## config.mk

```make
export PLATFORM = sky130hd
export DESIGN_NAME = spi_bus_arbiter
export DESIGN_NICKNAME = d
export VERILOG_FILES = /design/src/rtl/spi_bus_arbiter.sv
export SDC_FILE = /design/constraint.sdc
export NUM_CORES = 1
export LEC_CHECK = 0
export ABC_AREA = 1
export CORE_MARGIN = 2
export CORE_UTILIZATION = 43
export CTS_CLUSTER_DIAMETER = 30
export DETAILED_ROUTE_END_ITERATION = 6
export PLACE_DENSITY = 0.8
export SLEW_MARGIN = 10
export SYNTH_ARGS = -nofsm -noshare
export SYNTH_HDL_FRONTEND = slang
export SYNTH_SLANG_ARGS = --single-unit
```

## constraint.sdc

```tcl
create_clock -name clk -period 3.5 [get_ports clk]
set_input_delay 1.05 -clock clk [delete_from_list [all_inputs] [get_ports clk]]
set_output_delay 1.05 -clock clk [all_outputs]
set_load 0.1 [all_outputs]
```

## src/rtl/spi_bus_arbiter.sv

```systemverilog
// Round-robin arbiter that shares one SPI master among NUM_REQ requesters, one frame per grant.
// Define SPI_ARB_TIMEOUT_EN to add a WAIT watchdog that completes the frame with all-ones data and pulses err.
module spi_bus_arbiter #(
  parameter int NUM_REQ     = 3,
  parameter int CMD_W       = 16,
  parameter int TIMEOUT_CYC = 1024
) (
  input  logic                     clk,
  input  logic                     rst,
  input  logic [NUM_REQ-1:0]       req,
  input  logic [NUM_REQ*CMD_W-1:0] cmd,
  output logic [NUM_REQ-1:0]       ack,
  output logic [CMD_W-1:0]         rsp_data,
  output logic [2:0]               gnt_idx,
  output logic                     busy,
  output logic                     spi_wrt,
  output logic [CMD_W-1:0]         spi_cmd,
  input  logic                     spi_done,
  input  logic [CMD_W-1:0]         spi_data
`ifdef SPI_ARB_TIMEOUT_EN
  ,
  output logic                     err
`endif
);

  typedef enum logic [1:0] {IDLE, ISSUE, WAIT, ACK} state_t;

  state_t           state, state_nxt;
  logic             found;
  logic [2:0]       sel;
  logic [CMD_W-1:0] sel_cmd;
  logic             timeout;

`ifdef SPI_ARB_TIMEOUT_EN
  localparam int CNT_W = (TIMEOUT_CYC > 2) ? $clog2(TIMEOUT_CYC) : 1;
  logic [CNT_W-1:0] cnt;
  logic             tmo_hit;
  assign timeout = (state == WAIT) && (cnt == CNT_W'(TIMEOUT_CYC - 1));
`else
  assign timeout = 1'b0;
`endif

  always_ff @(posedge clk) begin
    if (rst) state <= IDLE;
    else     state <= state_nxt;
  end

  // Search starts one past the last grant; the wrap is a compare-and-subtract
  // so non-power-of-two NUM_REQ works.
  always_comb begin
    int idx;
    idx     = 0;
    found   = 1'b0;
    sel     = gnt_idx;
    sel_cmd = '0;
    for (int i = 1; i <= NUM_REQ; i++) begin
      idx = int'(gnt_idx) + i;
      if (idx >= NUM_REQ) idx = idx - NUM_REQ;
      for (int j = 0; j < NUM_REQ; j++) begin
        if (!found && (j == idx) && req[j]) begin
          found = 1'b1;
          sel   = 3'(j);
        end
      end
    end
    for (int j = 0; j < NUM_REQ; j++) begin
      if (sel == 3'(j)) sel_cmd = cmd[j*CMD_W +: CMD_W];
    end
  end

  always_comb begin
    state_nxt = state;
    case (state)
      IDLE:    if (found) state_nxt = ISSUE;
      ISSUE:   state_nxt = WAIT;
      WAIT:    if (spi_done || timeout) state_nxt = ACK;
      ACK:     state_nxt = IDLE;
      default: state_nxt = IDLE;
    endcase
  end

  always_comb begin
    busy    = (state != IDLE);
    spi_wrt = (state == ISSUE);
    ack     = '0;
    for (int i = 0; i < NUM_REQ; i++) begin
      ack[i] = (state == ACK) && (gnt_idx == 3'(i));
    end
`ifdef SPI_ARB_TIMEOUT_EN
    err = (state == ACK) && tmo_hit;
`endif
  end

  always_ff @(posedge clk) begin
    if (rst) begin
      gnt_idx  <= 3'(NUM_REQ - 1);
      spi_cmd  <= '0;
      rsp_data <= '0;
`ifdef SPI_ARB_TIMEOUT_EN
      cnt      <= '0;
      tmo_hit  <= 1'b0;
`endif
    end else begin
      case (state)
        IDLE: begin
          if (found) begin
            gnt_idx <= sel;
            spi_cmd <= sel_cmd;
          end
        end
        ISSUE: begin
`ifdef SPI_ARB_TIMEOUT_EN
          cnt     <= '0;
          tmo_hit <= 1'b0;
`endif
        end
        WAIT: begin
          if (spi_done) begin
            rsp_data <= spi_data;
          end else if (timeout) begin
            rsp_data <= '1;
`ifdef SPI_ARB_TIMEOUT_EN
            tmo_hit  <= 1'b1;
`endif
          end
`ifdef SPI_ARB_TIMEOUT_EN
          cnt <= cnt + 1'b1;
`endif
        end
        default: ;
      endcase
    end
  end

endmodule

```

== Yosys cells after proc, flatten, opt, wreduce, memory -nomap -nowiden ==
Cells that the tools add are included.

* Add/sub/neg operators: 6
* $mul: 0
* Divide/modulo/power cells: 0
* Magnitude comparators: 3
* Equal/unequal tests: 15
* Shift-type cells: 0
* Mux-type cells: 27
* Bitwise logic cells: 0
* Reduce and logical (&&, ||, !) cells: 38

{| class="wikitable"
|+ Operators by type and width
! cell !! number
|-
| $eq 2x32->1 const A || 3
|-
| $eq 3x32->1 const A || 3
|-
| $logic_not 32->1 || 3
|-
| $mux 32 || 3
|-
| $mux 16 || 3
|-
| $mux 3 || 9
|-
| $logic_and 1x1->1 || 20
|-
| $sub 4x2->5 const B || 3
|-
| $ge 4x2->1 const B || 3
|-
| $mux 1 || 9
|-
| $add 3x2->4 const B || 2
|-
| $logic_not 1->1 || 8
|-
| $pmux 2 s4 || 1
|-
| $eq 3x1->1 const B || 2
|-
| $eq 3x2->1 const B || 2
|-
| $logic_not 3->1 || 2
|-
| $reduce_and 2->1 || 3
|-
| $add 3x1->4 const B || 1
|-
| $eq 2x2->1 const B || 2
|-
| $mux 2 || 2
|-
| $ne 2x2->1 const B || 2
|-
| $eq 2x1->1 const B || 1
|-
| $logic_not 2->1 || 1
|-
| $reduce_bool 2->1 || 1
|}

* Register bits after elaboration: 37
* Latch bits: 0
* Bits in writable memories: 0
* ROM bits: 0
* Input bits: 70
* Output and inout bits: 40
* Word-level logic and storage cells: 93
* Memories kept: 0

== Depth between registers and ports, before layout ==
* Depth after elaboration: 42
* Mapped depth: 21
* Mapped depth without buffers: 20

== Worst setup path after synthesis ==
OpenSTA, ideal clock, no wires.

* Path kind: reg2out
* Start point: register gnt_idx[0]
* End point: output port ack[1]
* Data arrival time: 2,630 ps
* Data required time: 2,450 ps
* Setup slack: -180 ps
* Cell stages (with the launch flop): 4
* Buffers on the path: 0
* Path through: dfxtp_1 > ha_1 > nand2_1 > nor2_1

* Cells in the longest elaborated chain, start to end: 2

{| class="wikitable"
|+ Ends and longest elaborated chain
! what !! RTL line !! RTL
|-
| from (decl) || 14 || <nowiki>output logic [2:0] gnt_idx,</nowiki>
|-
| from (signal assigned) || 96 || <nowiki>gnt_idx <= 3'(NUM_REQ - 1);</nowiki>
|-
| from (signal assigned) || 107 || <nowiki>gnt_idx <= sel;</nowiki>
|-
| $eq 3x1->1 || 87 || <nowiki>ack[i] = (state == ACK) && (gnt_idx == 3'(i));</nowiki>
|-
| $logic_and 1x1->1 || 87 ||
|-
| to (decl) || 12 || <nowiki>output logic [NUM_REQ-1:0] ack,</nowiki>
|}

No other way between the ends.

== Worst setup path in the final report ==
* Start point: input port req[2]
* End point: register spi_cmd[9]

* Cells in the longest elaborated chain, start to end: 30
* Elaborated cells on any way between the ends: 40
* Classes of those cells: eq/ne: 2; mux: 17; reduce/logical: 21

{| class="wikitable"
|+ Ends and longest elaborated chain
! what !! RTL line !! RTL
|-
| from (decl) || 10 || <nowiki>input logic [NUM_REQ-1:0] req,</nowiki>
|-
| $logic_and 1x1->1 || 60 || <nowiki>if (!found && (j == idx) && req[j]) begin</nowiki>
|-
| $mux 1 || 60 ||
|-
| $logic_not 1->1 || 60 ||
|-
| $logic_and 1x1->1 (2 in a row) || 60 ||
|-
| $mux 1 || 60 ||
|-
| $logic_not 1->1 || 60 ||
|-
| $logic_and 1x1->1 (2 in a row) || 60 ||
|-
| $mux 1 || 60 ||
|-
| (+8 left out) || -- ||
|-
| $logic_not 1->1 || 60 ||
|-
| $logic_and 1x1->1 (2 in a row) || 60 ||
|-
| $mux 1 || 60 ||
|-
| $logic_not 1->1 || 60 ||
|-
| $logic_and 1x1->1 (2 in a row) || 60 ||
|-
| $mux 3 || 60 ||
|-
| $logic_not 3->1 || 67 || <nowiki>if (sel == 3'(j)) sel_cmd = cmd[j*CMD_W +: CMD_W];</nowiki>
|-
| $mux 16 (3 in a row) || 67 ||
|-
| to (signal assigned) || 108 || <nowiki>spi_cmd <= sel_cmd;</nowiki>
|-
| to (decl) || 17 || <nowiki>output logic [CMD_W-1:0] spi_cmd,</nowiki>
|}

Several ways; a longest one is shown, not always the timed one.
A chain may end at the register's enable or synchronous reset.

==> metrics <==
area post-placement 0.00363 mm2; total negative setup slack 0 ns; area delta synth->final 41.7%; Ports 110; Via-to-Cell Ratio 5.22; Design Area, Final 0.00375 mm2; Worst VDD drop 0.681 mV; Critical Path RT 3.68 ns; crit-path max cell delay 0.52 ns; Post-CTS Setup Bufs 0; Worst path top cell family by delay simple AND/OR/NAND/NOR gates; number of antenna diodes 0; Inserted Clock Buffers 5; predominant post-synthesis flop cell dfxtp_1; Routed WL per cell 13.5 um; dpl cells 553; Slew headroom 0.447; core area 0.00592 mm2; number of synthesized flops with an enable pin 0; total chip power 3.89 mW; Post-route DRC 0; DIE WIDTH 82.4 um; CP cell instances clkdlybuf4s50_1 > inv_1 > nor2_1 > nand3_2 > inv_2 > nor2_4 > o21ai_2 > nor2_4 > nand2_1 > nand2_1 > inv_1 > nand2_1 > nand2_4 > nand2_4 > nand4_1 > nand2_1 > nor2_1 > nor2_1; post-CTS sizing 0; Nets 569; RSZ-0062 raised after global routing no; vias in the first global route 2630; status complete, no violations; hold buffer count at CTS 0; FMAX 323 MHz; Critical Path Sink Type flop; Yosys reg bits 37; Total Routed Length 7.55 mm; Worst Path Buf+Inv 4; Slowest-stage cell, CP clkdlybuf4s50_1; worst slew pin tran 0.828 ns; PwrDens 1040 mW/mm2; Clock Tree Buf Depth 2; gr usage total 0.217; first-pass GRT wire length 11.4 mm; initial antenna violation count 0; largest net degree at the start of global routing 41; crit-path max FO 33; Initial DRC Count 92; Final Hold Vio Count 0; die footprint 0.00679 mm2; Mapped Area 0.00265 mm2; Area contributors post-synth dfxtp_1 28%, nand4_1 12%, nor2_1 11%; register area share after synthesis 0.280; row count 28; grt total ovfl 0; Final Wtd Congestion 0.873; Die Y-Extent 82.4 um; critical path's most frequent cell nand2_1; synthesized netlist cell count 388; CTS tree built; cell taking the most area after synthesis dfxtp_1; critical path type in2reg; Port-buffer cells 109; net count of the mapped netlist 472; htree depth 2; yosys warns 0; CP arrival 3.28 ns; post-detail-place hpwl 5.69 mm; most frequent cell after synthesis nor2_1; CP startpoint kind input pin; synth cell count leaders 74 x nor2_1, 71 x nand2_1, 51 x nand4_1; Period minus WS final 3.10 ns; syn avg cell area 6.82 um2; Distinct cells, synth 28; Pleak 1.73 nW; max-cap viol count 0; post-synth top area share 0.280; antenna viol nets, final 0; fin cells 561; Worst-Skew Late Latency 0.29 ns; initial core utilization 0.447; CTS Root Cell clkbuf_8; Slew Limit Fails 0; final cycle utilization of the critical path 0.884; worst min-delay path category reg2reg; Pre-antenna DRT Iters 4; clock sinks 37; CTS clock-pin slew for the worst setup and hold paths 0.07 ns; final core occ 0.633; layout cells sized above 1 0.195; Async SR Flop Fraction 0; Layout Skew 0.00924 ns; vias post-DR 2927; # setup viols final 0
==> stage by stage <==
step,setup slack [ns],hold slack [ns]
after detailed placement,0.126,0.475
after floorplan,0.176,0.512
after global routing,0.231,0.511
final,0.405,0.485
after CTS,0.425,0.493
after global placement,0.228,0.464
==> cell families (layout without fill, tap and decap cells) <==
family,count (synthesis),count (layout),share of synthesized area
and+or+nand+nor,235,235,0.451
buffers and inverters,52,150,0.103
DFF,37,37,0.280
adders and majority gates,14,14,0.0662
AOI/OAI and AO/OA,50,50,0.100
==> layer usage <==
metal  vias up  share of wire  track usage
met1      1332           0.41        0.233
met4         0          0.014       0.0633
met5         -              0            0
met2        88           0.51        0.402
li1       1499              -            -
met3         8          0.067       0.0674
==> sequential cells by signal, summed over array words and instances (netlist names) <==
name      cells
rsp_data     16
spi_cmd      16
gnt_idx       3
state         2
==> worst reg2reg max path: stages (launching register included) <==
cell	delay (ns)
dfxtp_1	0.60
inv_2	0.16
ha_1	0.33
inv_1	0.10
o21ai_0	0.09
nand2_1	0.10
nand3_2	0.13
inv_2	0.11
nand3b_2	0.16
inv_1	0.10
nand2_1	0.07
nand2_1	0.06
inv_1	0.04
nand2_1	0.08
nand2_4	0.14
nand2_4	0.31
nand4_1	0.15
nand2_1	0.13
nor2_1	0.05
nor2_1	0.07
==> final timing paths <==
| kind | cells after the start | slack [ns] | from | endpoint |
|---|---|---|---|---|
| setup / recovery | 18 | 0.40 | req[2] | spi_cmd[9] |
| hold / removal | 2 | 0.48 | rsp_data[4] | rsp_data[4] |
| setup reg to reg | 19 | 0.48 | gnt_idx[2] | spi_cmd[9] |
| hold reg to reg | 2 | 0.48 | rsp_data[4] | rsp_data[4] |
==> layout by cell type, fill, tap and decap left out, drive strengths merged <==
cell           netlist  routed
a21oi                9       9
buf                 17      43
bufinv               0       1
clkbuf               5       7
clkdlybuf4s50        0      69
dfxtp               37      37
ha                  14      14
inv                 30      30
nand2               77      77
nand3               21      21
nand3b               1       1
nand4               54      54
nor2                81      81
nor3                 1       1
o21ai               40      40
o31a                 1       1
==> area by class of cell <==
cell class,instances,area (um2)
inverter,30,118
clock buffer,7,86.3
sequential,37,741
fill,558,2170
timing repair buffer,112,1040
multi-input combinational,299,1640
clock inverter,1,30.0
tap,75,93.8
==> power breakdown <==
group / internal, mW / switching, mW / leakage, nW
sequential: 0.540 / 0.0692 / 0.304
clock: 0.232 / 0.147 / 0.0585
combinational: 0.783 / 2.12 / 1.37
Power figures use the tool's default switching activity.
